**src/rtl/spi_target.sv**
```systemverilog
// SPI mode 0 target: oversampled sck/ss_n/mosi on the system clock, single transmit
// buffer with bypass on frame start, and one-cycle rx_valid per completed frame.
module spi_target #(
    parameter int DATA_WIDTH  = 8,
    parameter int SYNC_STAGES = 2
) (
    input  logic                  clk,
    input  logic                  nrst,
    input  logic                  sck,
    input  logic                  ss_n,
    input  logic                  mosi,
    output logic                  miso,
    output logic                  miso_oe,
    input  logic [DATA_WIDTH-1:0] tx_data,
    input  logic                  tx_wr,
    output logic                  tx_ready,
    output logic [DATA_WIDTH-1:0] rx_data,
    output logic                  rx_valid,
    output logic                  tx_underrun,
    output logic                  busy
);

    localparam int CNT_W = $clog2(DATA_WIDTH);
    localparam logic [CNT_W-1:0] LAST_BIT = CNT_W'(DATA_WIDTH - 1);

    typedef enum logic {
        IDLE,
        ACTIVE
    } state_t;

    state_t state, state_nxt;

    logic [SYNC_STAGES-1:0] sck_sync, ss_sync, mosi_sync;
    logic                   sck_d, ss_d;
    logic [SYNC_STAGES:0]   settle;

    logic                   sck_s, ss_s, mosi_s, edges_ok;
    logic                   sck_rise, sck_fall, ss_fall, ss_rise;

    logic [DATA_WIDTH-1:0]  tx_sr, tx_buf, rx_sr, rx_next;
    logic                   tx_full;
    logic [CNT_W-1:0]       bit_cnt;
    logic                   load, wr_accept, underrun_set;

    // Synchronizers reset to the bus idle levels; the settle chain masks the edges that
    // appear while the chains fill after reset, so a select held low is not mistaken for a fall.
    always_ff @(posedge clk or negedge nrst) begin
        if (!nrst) begin
            sck_sync  <= '0;
            ss_sync   <= '1;
            mosi_sync <= '0;
            sck_d     <= 1'b0;
            ss_d      <= 1'b1;
            settle    <= '0;
        end else begin
            sck_sync[0]  <= sck;
            ss_sync[0]   <= ss_n;
            mosi_sync[0] <= mosi;
            for (int i = 1; i < SYNC_STAGES; i++) begin
                sck_sync[i]  <= sck_sync[i-1];
                ss_sync[i]   <= ss_sync[i-1];
                mosi_sync[i] <= mosi_sync[i-1];
            end
            sck_d  <= sck_sync[SYNC_STAGES-1];
            ss_d   <= ss_sync[SYNC_STAGES-1];
            settle <= {settle[SYNC_STAGES-1:0], 1'b1};
        end
    end

    assign sck_s    = sck_sync[SYNC_STAGES-1];
    assign ss_s     = ss_sync[SYNC_STAGES-1];
    assign mosi_s   = mosi_sync[SYNC_STAGES-1];
    assign edges_ok = settle[SYNC_STAGES];
    assign sck_rise = edges_ok &  sck_s & ~sck_d;
    assign sck_fall = edges_ok & ~sck_s &  sck_d;
    assign ss_fall  = edges_ok & ~ss_s  &  ss_d;
    assign ss_rise  = edges_ok &  ss_s  & ~ss_d;

    always_ff @(posedge clk or negedge nrst) begin
        if (!nrst) begin
            state <= IDLE;
        end else begin
            state <= state_nxt;
        end
    end

    always_comb begin
        state_nxt = state;
        case (state)
            IDLE:    if (ss_fall) state_nxt = ACTIVE;
            ACTIVE:  if (ss_rise) state_nxt = IDLE;
            default: state_nxt = IDLE;
        endcase
    end

    always_comb begin
        busy    = 1'b0;
        miso_oe = 1'b0;
        miso    = 1'b0;
        if (state == ACTIVE) begin
            busy    = 1'b1;
            miso_oe = 1'b1;
            miso    = tx_sr[DATA_WIDTH-1];
        end
    end

    // A load happens at frame start and on the falling sck edge that closes each frame.
    assign load         = ((state == IDLE) && ss_fall) ||
                          ((state == ACTIVE) && !ss_rise && sck_fall && (bit_cnt == '0));
    assign wr_accept    = tx_wr && !tx_full;
    assign underrun_set = load && !tx_full && !tx_wr;
    assign tx_ready     = ~tx_full;
    assign rx_next      = {rx_sr[DATA_WIDTH-2:0], mosi_s};

    always_ff @(posedge clk or negedge nrst) begin
        if (!nrst) begin
            tx_sr       <= '0;
            tx_buf      <= '0;
            tx_full     <= 1'b0;
            tx_underrun <= 1'b0;
        end else begin
            if (load) begin
                if (tx_full) begin
                    tx_sr <= tx_buf;
                end else if (tx_wr) begin
                    tx_sr <= tx_data;
                end else begin
                    tx_sr <= '1;
                end
            end else if ((state == ACTIVE) && sck_fall) begin
                tx_sr <= {tx_sr[DATA_WIDTH-2:0], 1'b0};
            end

            // A write that coincides with an empty-buffer load goes straight to the shifter.
            if (load && tx_full) begin
                tx_full <= 1'b0;
            end else if (wr_accept && !load) begin
                tx_full <= 1'b1;
                tx_buf  <= tx_data;
            end

            if (underrun_set) begin
                tx_underrun <= 1'b1;
            end else if (wr_accept) begin
                tx_underrun <= 1'b0;
            end
        end
    end

    always_ff @(posedge clk or negedge nrst) begin
        if (!nrst) begin
            rx_sr    <= '0;
            rx_data  <= '0;
            rx_valid <= 1'b0;
            bit_cnt  <= '0;
        end else begin
            rx_valid <= 1'b0;
            if (state == ACTIVE) begin
                if (ss_rise) begin
                    bit_cnt <= '0;
                    rx_sr   <= '0;
                end else if (sck_rise) begin
                    rx_sr <= rx_next;
                    if (bit_cnt == LAST_BIT) begin
                        bit_cnt  <= '0;
                        rx_data  <= rx_next;
                        rx_valid <= 1'b1;
                    end else begin
                        bit_cnt <= bit_cnt + CNT_W'(1);
                    end
                end
            end else if (ss_fall) begin
                bit_cnt <= '0;
                rx_sr   <= '0;
            end
        end
    end

endmodule

```
**config.mk**
```make
export PLATFORM = sky130hd
export DESIGN_NAME = spi_target
export DESIGN_NICKNAME = d
export VERILOG_FILES = /design/src/rtl/spi_target.sv
export SDC_FILE = /design/constraint.sdc
export NUM_CORES = 1
export LEC_CHECK = 0
export CORE_MARGIN = 2
export CORE_UTILIZATION = 54
export CTS_CLUSTER_SIZE = 30
export DETAILED_ROUTE_END_ITERATION = 12
export PLACE_DENSITY = 0.79
export SYNTH_ARGS = -nofsm -noshare
export SYNTH_HDL_FRONTEND = slang
export SYNTH_SLANG_ARGS = --single-unit
```
**constraint.sdc**
```tcl
create_clock -name clk -period 2.6 [get_ports clk]
set_input_delay 0.39 -clock clk [delete_from_list [all_inputs] [get_ports clk]]
set_output_delay 0.39 -clock clk [all_outputs]
set_load 0.1 [all_outputs]
```
==> results.cfg, run 1 <==
[outcome]
status = completed

[setup_path]
setup.worst_path.start_class = flip-flop
max_stage_delay_ps = 460
critPathTopFamily = compound AO/OA/AOI/OAI gates
cp.required_ps = 2780
arrival_ps = 2310
setup.worst_path.class = flip-flop to flip-flop
cp_cell_sequence = inv_1 > ha_1 > nor3b_1 > a311o_2 > a21oi_4 > mux2_4
critPathSlowestCell = a311o_2
end_kind = flip-flop
cp_max_fo = 17
path_buf_inv = 1

[timing]
setup_viol = 0
timing.hold.ws_ps = 278
finalHoldViolCount = 0
fin_ws_ps = 477
fmax_mhz = 471
drv_slew = 0
finalClockSkew_ps = 6.93
rsz0062_at_grt = no
worst_slew_pin_slew_ps = 1040
fin_tns_setup_ps = 0
post-route-period-util = 0.817
fin_crit_ps = 2120
max_slew_margin = 0.304

[layout]
fin_cells = 250
n_fill_cell = 278
design_area_um2 = 2470
nets = 218
area_growth_pct = 18.5
utilization = 0.670
layout-drive-gt1-share = 0.223
diodes = 0

[yosys]
synth.net_count = 189
yosys.area.top_type = dfrtp_1
synth_edf_count = 0
synth-seq-cells = 49
synthesis.instances = 172
postSynthAreaPerCell_um2 = 12.1
yosysWarnings = 0
synth_area_um2 = 2080
synth.area.top_cells = dfrtp_1 (55%), mux2i_1 (5.8%), mux2_4 (5.8%)
synth_top_area_share = 0.552
async_reset_ff_frac = 1.00
ys.flop_type = dfrtp_1
ys_seq_area_frac = 0.590
synth_cell_types = 28

[detailed_routing]
drt-total-wl_um = 3470
remaining_drc_errors = 0
ant_nets = 0
wl_per_cell_um = 13.9
via_count = 1309
vias_per_cell = 5.24
first_pass_iters = 4
drtIter0Drc = 35

[clock_network]
cts_max_level = 2
clock-sinks = 49
hold_buffers = 0
cts-buffers-inserted = 5
clk_pin_slew_ps = 80
cts_tree = done
clk_latency_ps = 300
cts_buffer_depth = 2
postCtsResizedCells = 0
post_cts_buffers = 0
cts_root_buf = clkbuf_8

[power_and_ir_drop]
cellPowerDensity_nw_per_um2 = 843
clockPowerShare = 0.260
switching_power_mw = 0.617
power_mw = 2.08
p_leak_nw = 1.16
p_int_mw = 1.47
p_sw_frac = 0.296
peakVddDrop_v = 0.000537
seqPwrFrac = 0.483
p_comb_frac = 0.256

[floorplan]
rows = 22
die-area_um2 = 4370
coreArea_um2 = 3690
io_pins = 28
die_y_um = 66.1
die-width_um = 66.1
initial_core_util = 0.565

[placed_design]
gp_congestion = 0.738
dp_hpwl_um = 2440
io_buffers = 27
placed_area_um2 = 2350
place_inst = 242
place_ws_ps = 500

[global_route]
grt_remaining_overflow = 0
track_usage = 0.183
grt_first_pass_wirelength_um = 5980
grt_pass1_vias = 1367
top_usage_layer = met2
grt_start_max_net_pins = 50
antenna_found_initial = 0
grtUsageMet3 = 0.0477
grt_use_met1 = 0.209
met2_usage = 0.330

[min_path]
min_path_type = input pin to asynchronous set/reset pin

[flow_run]
maxCapViolCount = 0
-- flip-flops by register name (all words and copies together), names as in the netlist, 2 cells and up --
name       cells
ss_sync        2
rx_data        8
bit_cnt        3
tx_buf         8
tx_sr          8
mosi_sync      2
settle         3
rx_sr          7
sck_sync       2
-- synth_stat cells, drive strengths merged (5+ instances only) --
library cell / number
dfrtp: 46
inv: 20
mux2: 16
nand2: 14
mux2i: 12
nor2: 11
a31oi: 7
o221ai: 7
a21oi: 6
or2: 6
buf: 5
-- area by class of cell --
cell class,count,area [um^2],share of cell area
sequential,49,1230,0.498
timing repair buffer,29,245,0.0992
clock buffer,7,86.3,0.0349
clock inverter,1,30.0,0.0122
tap,48,60.1,0.0243
multi-input combinational,96,744,0.301
inverter,20,75.1,0.0304
-- final timing paths --
| kind | from | endpoint | slack, ps | cells after the start |
|---|---|---|---|---|
| worst max register to register | bit_cnt[0] | tx_buf[1] | 480 | 6 |
| worst min register to register | settle[0] | settle[1] | 360 | 0 |
| min in group clk | settle[0] | settle[1] | 360 | 0 |
| worst max-delay path | bit_cnt[0] | tx_buf[1] | 480 | 6 |
| max in group asynchronous | nrst | tx_buf[2] | 1690 | 1 |
| worst min-delay path | nrst | sck_d | 280 | 1 |
-- cells in the final DEF, fill, tap and decap left out, drive strengths merged, types with 2 or more instances in the layout --
cell / Yosys / final
nor2: 11 / 11
ha: 3 / 3
clkdlybuf4s50: 0 / 12
o21ai: 2 / 2
mux2i: 12 / 12
nand2: 14 / 14
clkbuf: 2 / 7
inv: 20 / 20
dfstp: 3 / 3
or2: 6 / 6
nor2b: 3 / 3
a31oi: 7 / 7
dfrtp: 46 / 46
o221ai: 7 / 7
buf: 5 / 17
a21oi: 6 / 6
mux2: 16 / 16
-- power groups by stage --
| stage | Sequential (mW) | Combinational [mW] | Clock, mW |
|---|---|---|---|
| after floorplan | 1.04 | 0.377 | 0 |
| after global placement | 1.01 | 0.518 | 0 |
| after detailed placement | 1.02 | 0.538 | 0 |
| after CTS | 1.01 | 0.543 | 0.560 |
| after global routing | 1.03 | 0.588 | 0.599 |
| final | 1.01 | 0.534 | 0.543 |
-- cell families after synthesis --
| logic type | after synthesis | share of synthesized area |
|---|---|---|
| DFF | 49 | 0.590 |
| muxes | 28 | 0.158 |
| adders and majority gates | 3 | 0.0180 |
| AOI/OAI and AO/OA | 26 | 0.0924 |
| buffers and inverters | 27 | 0.0528 |
| and+or+nand+nor | 38 | 0.0864 |
| other | 1 | 0.00180 |
-- per-layer routing --
layer | routed length (um) | share of wire
met3 | 128 | 0.037
met4 | 46 | 0.013
met5 | 0 | 0
met1 | 1510 | 0.43
met2 | 1780 | 0.51
(Power assumes the default switching activity.)
==> run 2, diff against run 1 <==
--- a/config.mk
+++ b/config.mk
@@ -6,10 +6,10 @@
 export NUM_CORES = 1
 export LEC_CHECK = 0
 export CORE_MARGIN = 2
-export CORE_UTILIZATION = 54
+export CORE_UTILIZATION = 48
 export CTS_CLUSTER_SIZE = 30
 export DETAILED_ROUTE_END_ITERATION = 12
-export PLACE_DENSITY = 0.79
+export PLACE_DENSITY = 0.74
 export SYNTH_ARGS = -nofsm -noshare
 export SYNTH_HDL_FRONTEND = slang
 export SYNTH_SLANG_ARGS = --single-unit
==> constraint.sdc (replaced) <==
create_clock -name clk -period 1.76 [get_ports clk]
set_input_delay 0.264 -clock clk [delete_from_list [all_inputs] [get_ports clk]]
set_output_delay 0.264 -clock clk [all_outputs]
set_load 0.1 [all_outputs]
==> results.cfg, run 2 (same netlist as run 1, synthesis figures left out) <==
[placed_design]
place_inst = 256
place_ws_ps = -73.8
gp_congestion = 0.789
placed_area_um2 = 2630
dp_hpwl_um = 2940
io_buffers = 27

[setup_path]
startpoint = bit_cnt[1]
end_kind = flip-flop
ff2ff_setup_slack_ps = -50
cp.required_ps = 1940
reg2reg_depth = 7
setup.worst_path.start_class = flip-flop
cp_max_fo = 8
setup.worst_path.class = flip-flop to flip-flop
timing.rr.start = bit_cnt[1]
r2r_end = tx_buf[3]
worstSetupEndpoint = tx_buf[3]
arrival_ps = 1990

[power_and_ir_drop]
cellPowerDensity_nw_per_um2 = 1120
peakVddDrop_v = 0.000700
p_leak_nw = 1.27
power_mw = 3.10

[layout]
nets = 235
layout-drive-gt1-share = 0.306
most-common-layout-cells = dfrtp_1 (45), buf_4 (19), inv_1 (18)
design_area_um2 = 2770
area_growth_pct = 32.7
reg_top3 = rx_data: 8 flops, tx_buf: 8 flops, tx_sr: 8 flops
n_fill_cell = 300
regArea_um2 = 1230
diodes = 0
mostFrequentLayoutCell = dfrtp_1
utilization = 0.677
fin_cells = 269
multiInputGateArea_um2 = 774

[timing]
setup_viol = 8
post-route-period-util = 1.03
finalHoldViolCount = 0
fin_ws_ps = -45.4
finalClockSkew_ps = 6.97
max_slew_margin = 0.630
rsz0062_at_grt = yes
fmax_mhz = 554
timing.hold.ws_ps = 353
drv_slew = 0
fin_tns_setup_ps = -287
worst_slew_pin_slew_ps = 554
fin_crit_ps = 1810

[floorplan]
coreArea_um2 = 4090
io_pins = 28
rows = 23
die-width_um = 69.9
die_y_um = 69.9
initial_core_util = 0.510
die-area_um2 = 4890

[global_route]
grt_first_pass_wirelength_um = 7070
grt_pass1_vias = 1507
grt_remaining_overflow = 0
grt_start_max_net_pins = 26
track_usage = 0.185
antenna_found_initial = 0

[detailed_routing]
via_count = 1406
remaining_drc_errors = 0
first_pass_iters = 4
wl_per_cell_um = 15.1
drt-total-wl_um = 4070
drtIter0Drc = 84
vias_per_cell = 5.23
ant_nets = 0

[clock_network]
cts_tree = done
clk_latency_ps = 300
cts_buffer_depth = 2
cts_max_level = 2
clock-sinks = 49
cts_root_buf = clkbuf_8
cts-buffers-inserted = 5
clk_pin_slew_ps = 80

[outcome]
status = finished with violations
violations = negative setup slack

[flow_run]
maxCapViolCount = 0

[min_path]
min_path_type = flip-flop to flip-flop
==> run 2: how the worst min path moves through the flow <==
stage / start / endpoint / slack, ps / cells past startpoint
final: mosi_sync[0] / mosi_sync[1] / 350 / 0
after global routing: mosi_sync[0] / mosi_sync[1] / 360 / 0
after CTS: mosi_sync[0] / mosi_sync[1] / 350 / 0
after detailed placement: nrst / rx_data[4] / 280 / 1
after global placement: nrst / rx_data[7] / 260 / 1
after floorplan: nrst / bit_cnt[0] / -30 / 0
==> run 2: area by class of cell <==
type,instances,share of cell area
Tap cell,50,0.0226
Timing Repair Buffer,46,0.194
Clock inverter,2,0.00362
Sequential cell,49,0.446
Clock buffer,6,0.0262
Inverter,20,0.0271
Multi-Input combinational cell,96,0.280
==> run 2: critical path, cell delays in order (launching register included) <==
cell,delay (ps)
dfrtp_1,380
inv_2,70
ha_4,150
nor3b_1,130
a311o_2,350
a21oi_4,160
buf_12,150
mux2_4,300
==> run 2: layer usage <==
metal  GRT usage  wire, um
met1       0.210      1630
met2       0.334      2240
met3      0.0491       148
met4      0.0641        57
met5           0         0
==> run 2: where the power goes <==
| part | switching [mW] | total (mW) | internal, mW |
|---|---|---|---|
| Clock | 0.351 | 0.627 | 0.276 |
| Combinational | 0.478 | 0.964 | 0.486 |
| Sequential | 0.150 | 1.50 | 1.35 |
==> run 2: what timing repair did <==
| item | in CTS | in global routing |
|---|---|---|
| endpoints found under the setup margin | 14 | 15 |
| hold buffers | 1 | 0 |
| pin swaps | 3 | 2 |
| resized for setup | 3 | 1 |
| endpoints found under the hold margin | 20 | 0 |
| setup buffers | 2 | 2 |
